File: src/rtl/seg7_pkg.sv
// Shared seven-segment patterns and BCD helpers for the scan counter.
// Patterns are active-high {g,f,e,d,c,b,a}; polarity is applied by the user.
package seg7_pkg;

    localparam logic [6:0] SEG_BLANK = 7'h00;
    localparam logic [6:0] SEG_D0    = 7'h3F;
    localparam logic [6:0] SEG_D1    = 7'h06;
    localparam logic [6:0] SEG_D2    = 7'h5B;
    localparam logic [6:0] SEG_D3    = 7'h4F;
    localparam logic [6:0] SEG_D4    = 7'h66;
    localparam logic [6:0] SEG_D5    = 7'h6D;
    localparam logic [6:0] SEG_D6    = 7'h7D;
    localparam logic [6:0] SEG_D7    = 7'h07;
    localparam logic [6:0] SEG_D8    = 7'h7F;
    localparam logic [6:0] SEG_D9    = 7'h6F;

    function automatic logic [6:0] seg7_decode(input logic [3:0] nibble);
        logic [6:0] pat;
        case (nibble)
            4'd0:    pat = SEG_D0;
            4'd1:    pat = SEG_D1;
            4'd2:    pat = SEG_D2;
            4'd3:    pat = SEG_D3;
            4'd4:    pat = SEG_D4;
            4'd5:    pat = SEG_D5;
            4'd6:    pat = SEG_D6;
            4'd7:    pat = SEG_D7;
            4'd8:    pat = SEG_D8;
            4'd9:    pat = SEG_D9;
            default: pat = SEG_BLANK;
        endcase
        return pat;
    endfunction

    // Non-decimal load nibbles clamp to 9.
    function automatic logic [3:0] bcd_sat(input logic [3:0] nibble);
        return (nibble > 4'd9) ? 4'd9 : nibble;
    endfunction

endpackage

File: src/rtl/bcd_digit.sv
// One BCD digit of the counter chain; cin means "this digit steps this cycle",
// cout means the step ripples into the next digit.
module bcd_digit
    import seg7_pkg::*;
(
    input  logic       clk,
    input  logic       reset,
    input  logic       clr,
    input  logic       load,
    input  logic [3:0] load_val,
    input  logic       up_dn,
    input  logic       cin,
    output logic [3:0] digit,
    output logic       cout
);

    logic [3:0] digit_r;
    logic [3:0] next_s;

    // next digit value: clear beats load beats carry/borrow step
    always_comb begin
        next_s = digit_r;
        if (clr) begin
            next_s = 4'd0;
        end else if (load) begin
            next_s = bcd_sat(load_val);
        end else if (cin) begin
            if (up_dn) begin
                next_s = (digit_r == 4'd9) ? 4'd0 : digit_r + 4'd1;
            end else begin
                next_s = (digit_r == 4'd0) ? 4'd9 : digit_r - 4'd1;
            end
        end else begin
            next_s = digit_r;
        end
    end

    // digit storage
    always_ff @(posedge clk or negedge reset) begin
        if (!reset) begin
            digit_r <= 4'd0;
        end else begin
            digit_r <= next_s;
        end
    end

    assign digit = digit_r;
    assign cout  = cin & (up_dn ? (digit_r == 4'd9) : (digit_r == 4'd0));

endmodule

File: src/rtl/bcd_scan_counter.sv
// Multi-digit up/down BCD counter with a time-multiplexed seven-segment driver.
// Counting and scanning run from independent prescalers; display outputs are registered.
module bcd_scan_counter
    import seg7_pkg::*;
#(
    parameter int DIGITS         = 8,
    parameter int TICK_DIV       = 100000,
    parameter int SCAN_DIV       = 100000,
    parameter int SEG_ACTIVE_LOW = 1,
    parameter int COM_ACTIVE_LOW = 1,
    parameter int LZ_BLANK       = 0
) (
    input  logic                clk,
    input  logic                reset,
    input  logic                en,
    input  logic                up_dn,
    input  logic                clr,
    input  logic                load,
    input  logic [4*DIGITS-1:0] load_val,
    output logic [4*DIGITS-1:0] bcd,
    output logic                wrap,
    output logic [6:0]          seg,
    output logic [DIGITS-1:0]   segcom
);

    localparam int TW = (TICK_DIV > 1) ? $clog2(TICK_DIV) : 1;
    localparam int SW = (SCAN_DIV > 1) ? $clog2(SCAN_DIV) : 1;
    localparam int IW = (DIGITS > 1) ? $clog2(DIGITS) : 1;
    localparam logic [TW-1:0]     TICK_LAST = TW'(TICK_DIV - 1);
    localparam logic [SW-1:0]     SCAN_LAST = SW'(SCAN_DIV - 1);
    localparam logic [IW-1:0]     IDX_LAST  = IW'(DIGITS - 1);
    localparam logic [6:0]        SEG_OFF   = (SEG_ACTIVE_LOW != 0) ? 7'h7F : 7'h00;
    localparam logic [DIGITS-1:0] COM_OFF   = (COM_ACTIVE_LOW != 0) ? {DIGITS{1'b1}} : {DIGITS{1'b0}};

    logic [TW-1:0]       tick_r;
    logic [SW-1:0]       scan_r;
    logic [IW-1:0]       idx_r;
    logic                step_s;
    logic [DIGITS:0]     carry_s;
    logic [4*DIGITS-1:0] bcd_s;
    logic                wrap_r;
    logic [DIGITS:0]     lead_s;
    logic [3:0]          nib_s;
    logic                blank_s;
    logic [DIGITS-1:0]   com_s;
    logic [6:0]          pat_s;
    logic [6:0]          seg_r;
    logic [DIGITS-1:0]   segcom_r;

    assign step_s     = en & (tick_r == TICK_LAST);
    assign carry_s[0] = step_s;

    // tick prescaler: restarts on clear/load, advances only while enabled
    always_ff @(posedge clk or negedge reset) begin
        if (!reset) begin
            tick_r <= '0;
        end else if (clr || load) begin
            tick_r <= '0;
        end else if (en) begin
            tick_r <= (tick_r == TICK_LAST) ? '0 : tick_r + TW'(1);
        end else begin
            tick_r <= tick_r;
        end
    end

    for (genvar g = 0; g < DIGITS; g++) begin : g_digit
        bcd_digit u_digit (
            .clk      (clk),
            .reset    (reset),
            .clr      (clr),
            .load     (load),
            .load_val (load_val[4*g +: 4]),
            .up_dn    (up_dn),
            .cin      (carry_s[g]),
            .digit    (bcd_s[4*g +: 4]),
            .cout     (carry_s[g+1])
        );
    end

    // wrap pulses only when a real step ripples out of the top digit
    always_ff @(posedge clk or negedge reset) begin
        if (!reset) begin
            wrap_r <= 1'b0;
        end else begin
            wrap_r <= step_s & ~clr & ~load & carry_s[DIGITS];
        end
    end

    // free-running scan prescaler and digit index
    always_ff @(posedge clk or negedge reset) begin
        if (!reset) begin
            scan_r <= '0;
            idx_r  <= '0;
        end else if (scan_r == SCAN_LAST) begin
            scan_r <= '0;
            idx_r  <= (idx_r == IDX_LAST) ? '0 : idx_r + IW'(1);
        end else begin
            scan_r <= scan_r + SW'(1);
            idx_r  <= idx_r;
        end
    end

    // lead_s[i]: nibble i and every higher nibble are zero (bit DIGITS is a sentinel, bit 0 never blanks)
    always_comb begin
        lead_s         = '0;
        lead_s[DIGITS] = 1'b1;
        for (int i = DIGITS - 1; i >= 1; i--) begin
            lead_s[i] = lead_s[i+1] & (bcd_s[4*i +: 4] == 4'd0);
        end
    end

    // select the strobed digit, its common and its pattern
    always_comb begin
        nib_s   = 4'd0;
        blank_s = 1'b0;
        com_s   = '0;
        for (int i = 0; i < DIGITS; i++) begin
            if (idx_r == IW'(i)) begin
                nib_s    = bcd_s[4*i +: 4];
                blank_s  = (LZ_BLANK != 0) && lead_s[i];
                com_s[i] = 1'b1;
            end else begin
                com_s[i] = 1'b0;
            end
        end
        pat_s = blank_s ? SEG_BLANK : seg7_decode(nib_s);
    end

    // registered display outputs with pin polarity applied
    always_ff @(posedge clk or negedge reset) begin
        if (!reset) begin
            seg_r    <= SEG_OFF;
            segcom_r <= COM_OFF;
        end else begin
            seg_r    <= (SEG_ACTIVE_LOW != 0) ? ~pat_s : pat_s;
            segcom_r <= (COM_ACTIVE_LOW != 0) ? ~com_s : com_s;
        end
    end

    assign bcd    = bcd_s;
    assign wrap   = wrap_r;
    assign seg    = seg_r;
    assign segcom = segcom_r;

endmodule

File: config.mk
export PLATFORM = sky130hd
export DESIGN_NAME = bcd_scan_counter
export DESIGN_NICKNAME = d
export VERILOG_FILES = /design/src/rtl/seg7_pkg.sv /design/src/rtl/bcd_digit.sv /design/src/rtl/bcd_scan_counter.sv
export SDC_FILE = /design/constraint.sdc
export NUM_CORES = 1
export LEC_CHECK = 0
export BUFFER_PORTS_ARGS = -buffer_cell sky130_fd_sc_hd__buf_2
export CAP_MARGIN = 20
export CORE_ASPECT_RATIO = 1.25
export CORE_MARGIN = 3
export CORE_UTILIZATION = 30
export CTS_BUF_LIST = sky130_fd_sc_hd__clkbuf_2
export CTS_CLUSTER_DIAMETER = 50
export DETAILED_ROUTE_END_ITERATION = 6
export PLACE_DENSITY = 0.55
export SLEW_MARGIN = 0
export SYNTH_ARGS = -nofsm -noshare
export SYNTH_HDL_FRONTEND = slang
export SYNTH_SLANG_ARGS = --single-unit
File: constraint.sdc
create_clock -name clk -period 5.1 [get_ports clk]
set_input_delay 1.02 -clock clk [delete_from_list [all_inputs] [get_ports clk]]
set_output_delay 1.02 -clock clk [all_outputs]
set_load 0.02 [all_outputs]
Word level (Yosys, flattened, before mapping)
Memories as Yosys holds them, arrays and structs flattened.
Index checks and enable logic that the tools add are counted.

cells by class
  bitwise logic cells = 16
  muxes and demuxes = 85
  reductions and logical operators = 19
  order comparisons = 8
  $add $sub $neg = 19
  equality and inequality tests = 17

operators with widths
  kind                     count
  $mux W4                  64
  $mux W17                 4
  $add A17 B1 Y17 const B  2
  $eq A17 B17 Y1 const B   2
  $add A4 B1 Y4 const B    8
  $eq A4 B4 Y1 const B     8
  $gt A4 B4 Y1 const B     8
  $logic_not A4 Y1         8
  $sub A4 B1 Y4 const B    8
  $reduce_bool A3 Y1       8
  $mux W1                  16
  $and A1 B1 Y1            12
  $eq A3 B3 Y1 const B     4
  $not A8 Y8               1
  $not A7 Y7               1
  $eq A3 B2 Y1 const B     2
  $add A3 B1 Y3 const B    1
  $eq A3 B1 Y1 const B     1
  $logic_not A3 Y1         1
  $mux W3                  1
  $not A1 Y1               2
  $reduce_bool A2 Y1       1
  $logic_or A1 B1 Y1       1

word-level totals
  register bits = 85
  word-level logic and storage cells = 179
  output and inout bits = 48
  memories kept = 1
  memory bits (read-only) = 112

memory list
  memory            depth  bits a word  rd ports  clocked after Yosys merged registers in  write ports  RTL line        text
  (name not given)  16     7            1         0                                        0            seg7_pkg.sv:19  case (nibble)

Logic depth before layout (Yosys ltp)
  depth after elaboration = 12
  mapped depth = 13
  gate-level depth less buffers = 11

By module
From an unflattened synthesis, not the netlist that was laid out.

second synthesis, totals
  cells, all modules = 669
  area, all modules = 6069.6 µm²

modules (own cells, without submodules)
  module            area an instance (µm²)  cells each  instances  seq. area each (µm²)
  bcd_digit         392.9                   47          8          100.1
  bcd_scan_counter  2926.6                  293         1          1345.0

Worst setup path after synthesis
No wires, ideal clock.

  path kind = input -> register
  from = input up_dn
  to = register g_digit[7].u_digit.digit_r[3]
  stages on the path = 7
  arrival = 2.535 ns
  setup slack = 2.438 ns
  path through = buf_6 -> or3b_1 -> a21oi_2 -> nand3_2 -> nor4b_4 -> mux2i_1 -> o22ai_1

on the way
  cells in the longest elaborated chain, start to end = 9
  elaborated cells on any way between the ends = 19
  those cells by class = mux: 11; bitwise: 7; reduce/logical: 1

RTL lines
  element                       RTL line                text
  from (decl)                   bcd_scan_counter.sv:16  input logic up_dn,
  $mux W1                       bcd_digit.sv:48         assign cout = cin & (up_dn ? (digit_r == 4'd9) : (digit_r == 4'd0));
  $and A1 B1 Y1 (7 in series)   bcd_digit.sv:48
  $reduce_bool A3 Y1 (no line)  -
  to (signal assigned)          bcd_digit.sv:43         digit_r <= next_s;
  to (decl)                     bcd_digit.sv:17         logic [3:0] digit_r;

Parallel ways exist; a longest one is shown, timed or not. The select of a mux whose other input is x is not followed.
A chain may end at the register's enable or synchronous reset.

Worst setup path after layout
  from = register idx_r[2]
  to = register seg_r[5], in the netlist seg[5]

on the way
  cells in the longest elaborated chain, start to end = 11
  elaborated cells on any way between the ends = 18
  those cells by class = eq/ne: 7; mux: 8; bitwise: 1; reduce/logical: 1; memory: 1

RTL lines
  element                 RTL line                 text
  from (decl)             bcd_scan_counter.sv:37   logic [IW-1:0] idx_r;
  from (signal assigned)  bcd_scan_counter.sv:96   idx_r <= (idx_r == IDX_LAST) ? '0 : idx_r + IW'(1);
  from (signal assigned)  bcd_scan_counter.sv:99   idx_r <= idx_r;
  $logic_not A3 Y1        bcd_scan_counter.sv:118  if (idx_r == IW'(i)) begin
  $mux W4 (7 in series)   bcd_scan_counter.sv:118
  $mux W4 (*)             bcd_scan_counter.sv:118
  $mem_v2 Z16 W7 (*)      -
  $not A7 Y7 (*)          bcd_scan_counter.sv:135  seg_r <= (SEG_ACTIVE_LOW != 0) ? ~pat_s : pat_s;
  to (signal assigned)    bcd_scan_counter.sv:135
  to (decl)               bcd_scan_counter.sv:47   logic [6:0] seg_r;

Mark *: on every way between the ends. The rest lies on a longest branch, timed or not.

==> results.cfg <==
[status]
outcome = finished, final reports clean

[run]
cap_violations = 0

[drt]
route.vias.total = 5687
drc = 0
detailedRoute.firstIterationViolations = 322
drt_pass1_iterations = 5
avgViaCountPerCell = 5.29
routed_wire_length_per_instance_um = 17.3
final_antenna_net_count = 0
route.final.wire_length_mm = 18.6

[logic_synthesis]
ys_flop_type = sky130_fd_sc_hd__dfrtp_1
synth.largest_area_cell = sky130_fd_sc_hd__dfrtp_1
synth-edff-count = 0
ys_ff_latch = 85
yosysTopAreaCellShare_pct = 28.0
yosys.cell_count.top_type = sky130_fd_sc_hd__nand2_1
ys_top_cells_by_area = sky130_fd_sc_hd__dfrtp_1 (28%), sky130_fd_sc_hd__ha_1 (7.4%), sky130_fd_sc_hd__dfstp_2 (6.3%)
postSynthCellCount = 743
syn-cell-area_um2 = 6260
synthesis.area_per_instance_um2 = 8.42
syn_nets = 818
synthDistinctLibCells = 77
ys_seq_area_share_pct = 34.3
yosysWarningCount = 0
synth_top_cells_by_count = sky130_fd_sc_hd__nand2_1 (75), sky130_fd_sc_hd__dfrtp_1 (70), sky130_fd_sc_hd__nor2_1 (65), sky130_fd_sc_hd__o21ai_0 (64), sky130_fd_sc_hd__a21oi_1 (45)
synthArstFlopShare_pct = 100

[cts]
cts.root.buffer_cell = sky130_fd_sc_hd__clkbuf_2
cts_inserted_buffers = 9
path_clk_slew_ns = 0.26
clock_sink_count = 85
cts.htree.levels = 3
clock_tree.buffer_depth = 2
post_cts_hold_buffer_count = 0
post_cts_buffers = 0
cts_resized = 0
cts_tree = yes
worst_skew_pair.late_latency_ns = 0.64

[setup_path]
cp_data_arrival_time_ns = 3.97
timing.critical_path.slowest_cell_delay_ns = 0.71
critPathRequiredTime_ns = 5.67
criticalPathCategory = flop to flop
worst_path_max_delay_cell = sky130_fd_sc_hd__dfrtp_1
critPathLaunchType = flop
path_max_fanout = 16
critPathCaptureType = flop
crit_chain = clkinv_1 -> ha_1 -> nor2b_1 -> a2111oi_0 -> o31ai_1 -> o311ai_0 -> inv_1 -> ha_1 -> inv_1 -> nor3b_1 -> a211oi_1

[placed_design]
dp.cells = 1058
port_buffers = 85
post-dp-hpwl_mm = 13.8
final_weighted_congestion_of_routability_driven_global_placement = 0.849

[final_layout]
number_of_standard_cells_in_the_final_layout_excluding_fillers = 1076
numnets_final = 874
flow.area_growth_from_synthesis_pct = 11.9
drive_above_1_share_pct = 18.8

[timing]
setup_tns_ns = 0
finalSetupViolations = 0
period_needed_ns = 3.40
fin_hold_viols = 0
clock_skew_ns = 0.0325
slew_headroom_pct = 40.1
unrepaired_setup_endpoints_after_global_routing = no
clock.fmax_mhz = 294
slew_viol_final = 0
final.period_utilization_pct = 66.7
worst_pin_slew_ns = 0.899

[power]
p_int_w = 0.00104
vdd.ir_drop.worst_uv = 106
static-leakage-power_nw = 2.93
seqPwrFrac_pct = 47.7
power_frac_comb_pct = 25.8
swShare_pct = 36.2
powerDensity_nw_per_um2 = 234
clockPowerShare_pct = 26.5
total_switching_power_w = 0.000594

[grt]
grt_util_met2_pct = 28.5
grt_max_degree = 63
use_met3_pct = 3.70
grt_most_used_layer = met2
grt_pass1_vias = 5657
antenna_found_initial = 5
met1_usage_pct = 20.5
grt_usage_pct = 16.7
globalRouteOverflowTotal = 0
grt_first_pass_wirelength_mm = 30.2

[floorplan]
core_area_um2 = 20300
ios = 86
die_height_um = 167
chipWidth_um = 135
floorplan.initialDensity_pct = 30.8
die-area_um2 = 22600
core.rowCount = 58

[min_path]
hold_path.class = input port to asynchronous set/reset pin
path summary, 6_finish.rpt:
kind                                 from                          end  slack (ns)  cells past startpoint
worst min-delay path                reset  g_digit[3].u_digit.digit[2]        0.46                      1
max in group asynchronous           reset                       seg[4]        3.73                      2
worst max register to register   idx_r[2]                       seg[5]        1.70                     11
worst max-delay path             idx_r[2]                       seg[5]        1.70                     11
min in group clk                scan_r[0]                    scan_r[0]        0.50                      1
worst min register to register  scan_r[0]                    scan_r[0]        0.50                      1
layout make-up:
class                   instances  area (µm²)
fillers                      2174       13300
multi-input cells             569        3740
flip-flops and latches         85        2150
repair buffers                 89         458
well taps                     270         338
inverters                      45         169
clock inverters                 7        95.1
clock buffers                   9        45.0
diodes                          2        5.00
critical path: cells and delay by family, from the launching register on:
| kind | cells | cell delay, ns |
|---|---|---|
| AO/OA/AOI/OAI | 4 | 1.13 |
| adder cells (fa/ha/maj) | 2 | 0.65 |
| flip-flops | 1 | 0.71 |
| buffers and inverters | 3 | 0.61 |
| AND/OR/NAND/NOR | 2 | 0.22 |
cell families after synthesis:
logic type | share of synthesized area, %
AOI/OAI and AO/OA | 22.3
xor gates and xnor gates | 3.64
adders and majority gates | 7.40
buffers and inverters | 5.86
DFF | 34.3
muxes | 3.58
and+or+nand+nor | 22.9
cells in the final DEF (no fill, tap or decap), drive strengths merged, types with 5 or more instances in the layout:
cell type	instances
nor3	14
dfrtp	70
mux2i	10
o21a	6
o211ai	5
dfstp	15
xor2	13
nor2	65
a311oi	5
inv	48
clkbuf	9
o21ai	68
o21bai	5
nand4	11
nand2	75
and4	6
a21oi	49
nor4b	6
o22ai	7
o311ai	8
a211oi	10
ha	37
o41ai	5
nand3	37
nor2b	16
nor3b	7
nand3b	9
buf	89
a31oi	11
xnor2	13
o31ai	7
and3	9
per-layer routing:
layer | vias to the layer above | share of wire (%)
met2 | 137 | 50
li1 | 2798 | -
met1 | 2708 | 42
met3 | 38 | 4.9
met4 | 6 | 3.2
met5 | - | 0.18
sequential cells by signal, indices dropped and copies added (netlist names):
| name | count |
|---|---|
| g_digit.u_digit.digit | 32 |
| scan_r | 17 |
| tick_r | 17 |
| segcom | 8 |
| seg | 7 |
| idx_r | 3 |
| wrap | 1 |
stage by stage:
stage | setup WS [ns] | total power (W) | hold WS (ns) | util (%) | area, µm²
after global placement | 1.65 | 0.00122 | 0.479 | 33.7 | 6850
after detailed placement | 1.56 | 0.00122 | 0.478 | 33.7 | 6850
after CTS | 1.79 | 0.00167 | 0.445 | 34.4 | 6990
final | 1.70 | 0.00164 | 0.462 | 34.4 | 7000
after floorplan | 2.44 | 0.00107 | 0.453 | - | 6260
after global routing | 1.43 | 0.00175 | 0.451 | 34.4 | 7000
power by group through the flow:
stage          Combinational [W]  Sequential, W  Clock [W]
6_report                0.000423       0.000783   0.000434
5_1_grt                 0.000473       0.000791   0.000485
4_1_cts                 0.000426       0.000784   0.000455
3_5_place_dp            0.000425       0.000794          0
3_3_place_gp            0.000424       0.000794          0
2_1_floorplan           0.000264       0.000803          0
(Power assumes the default switching activity.)
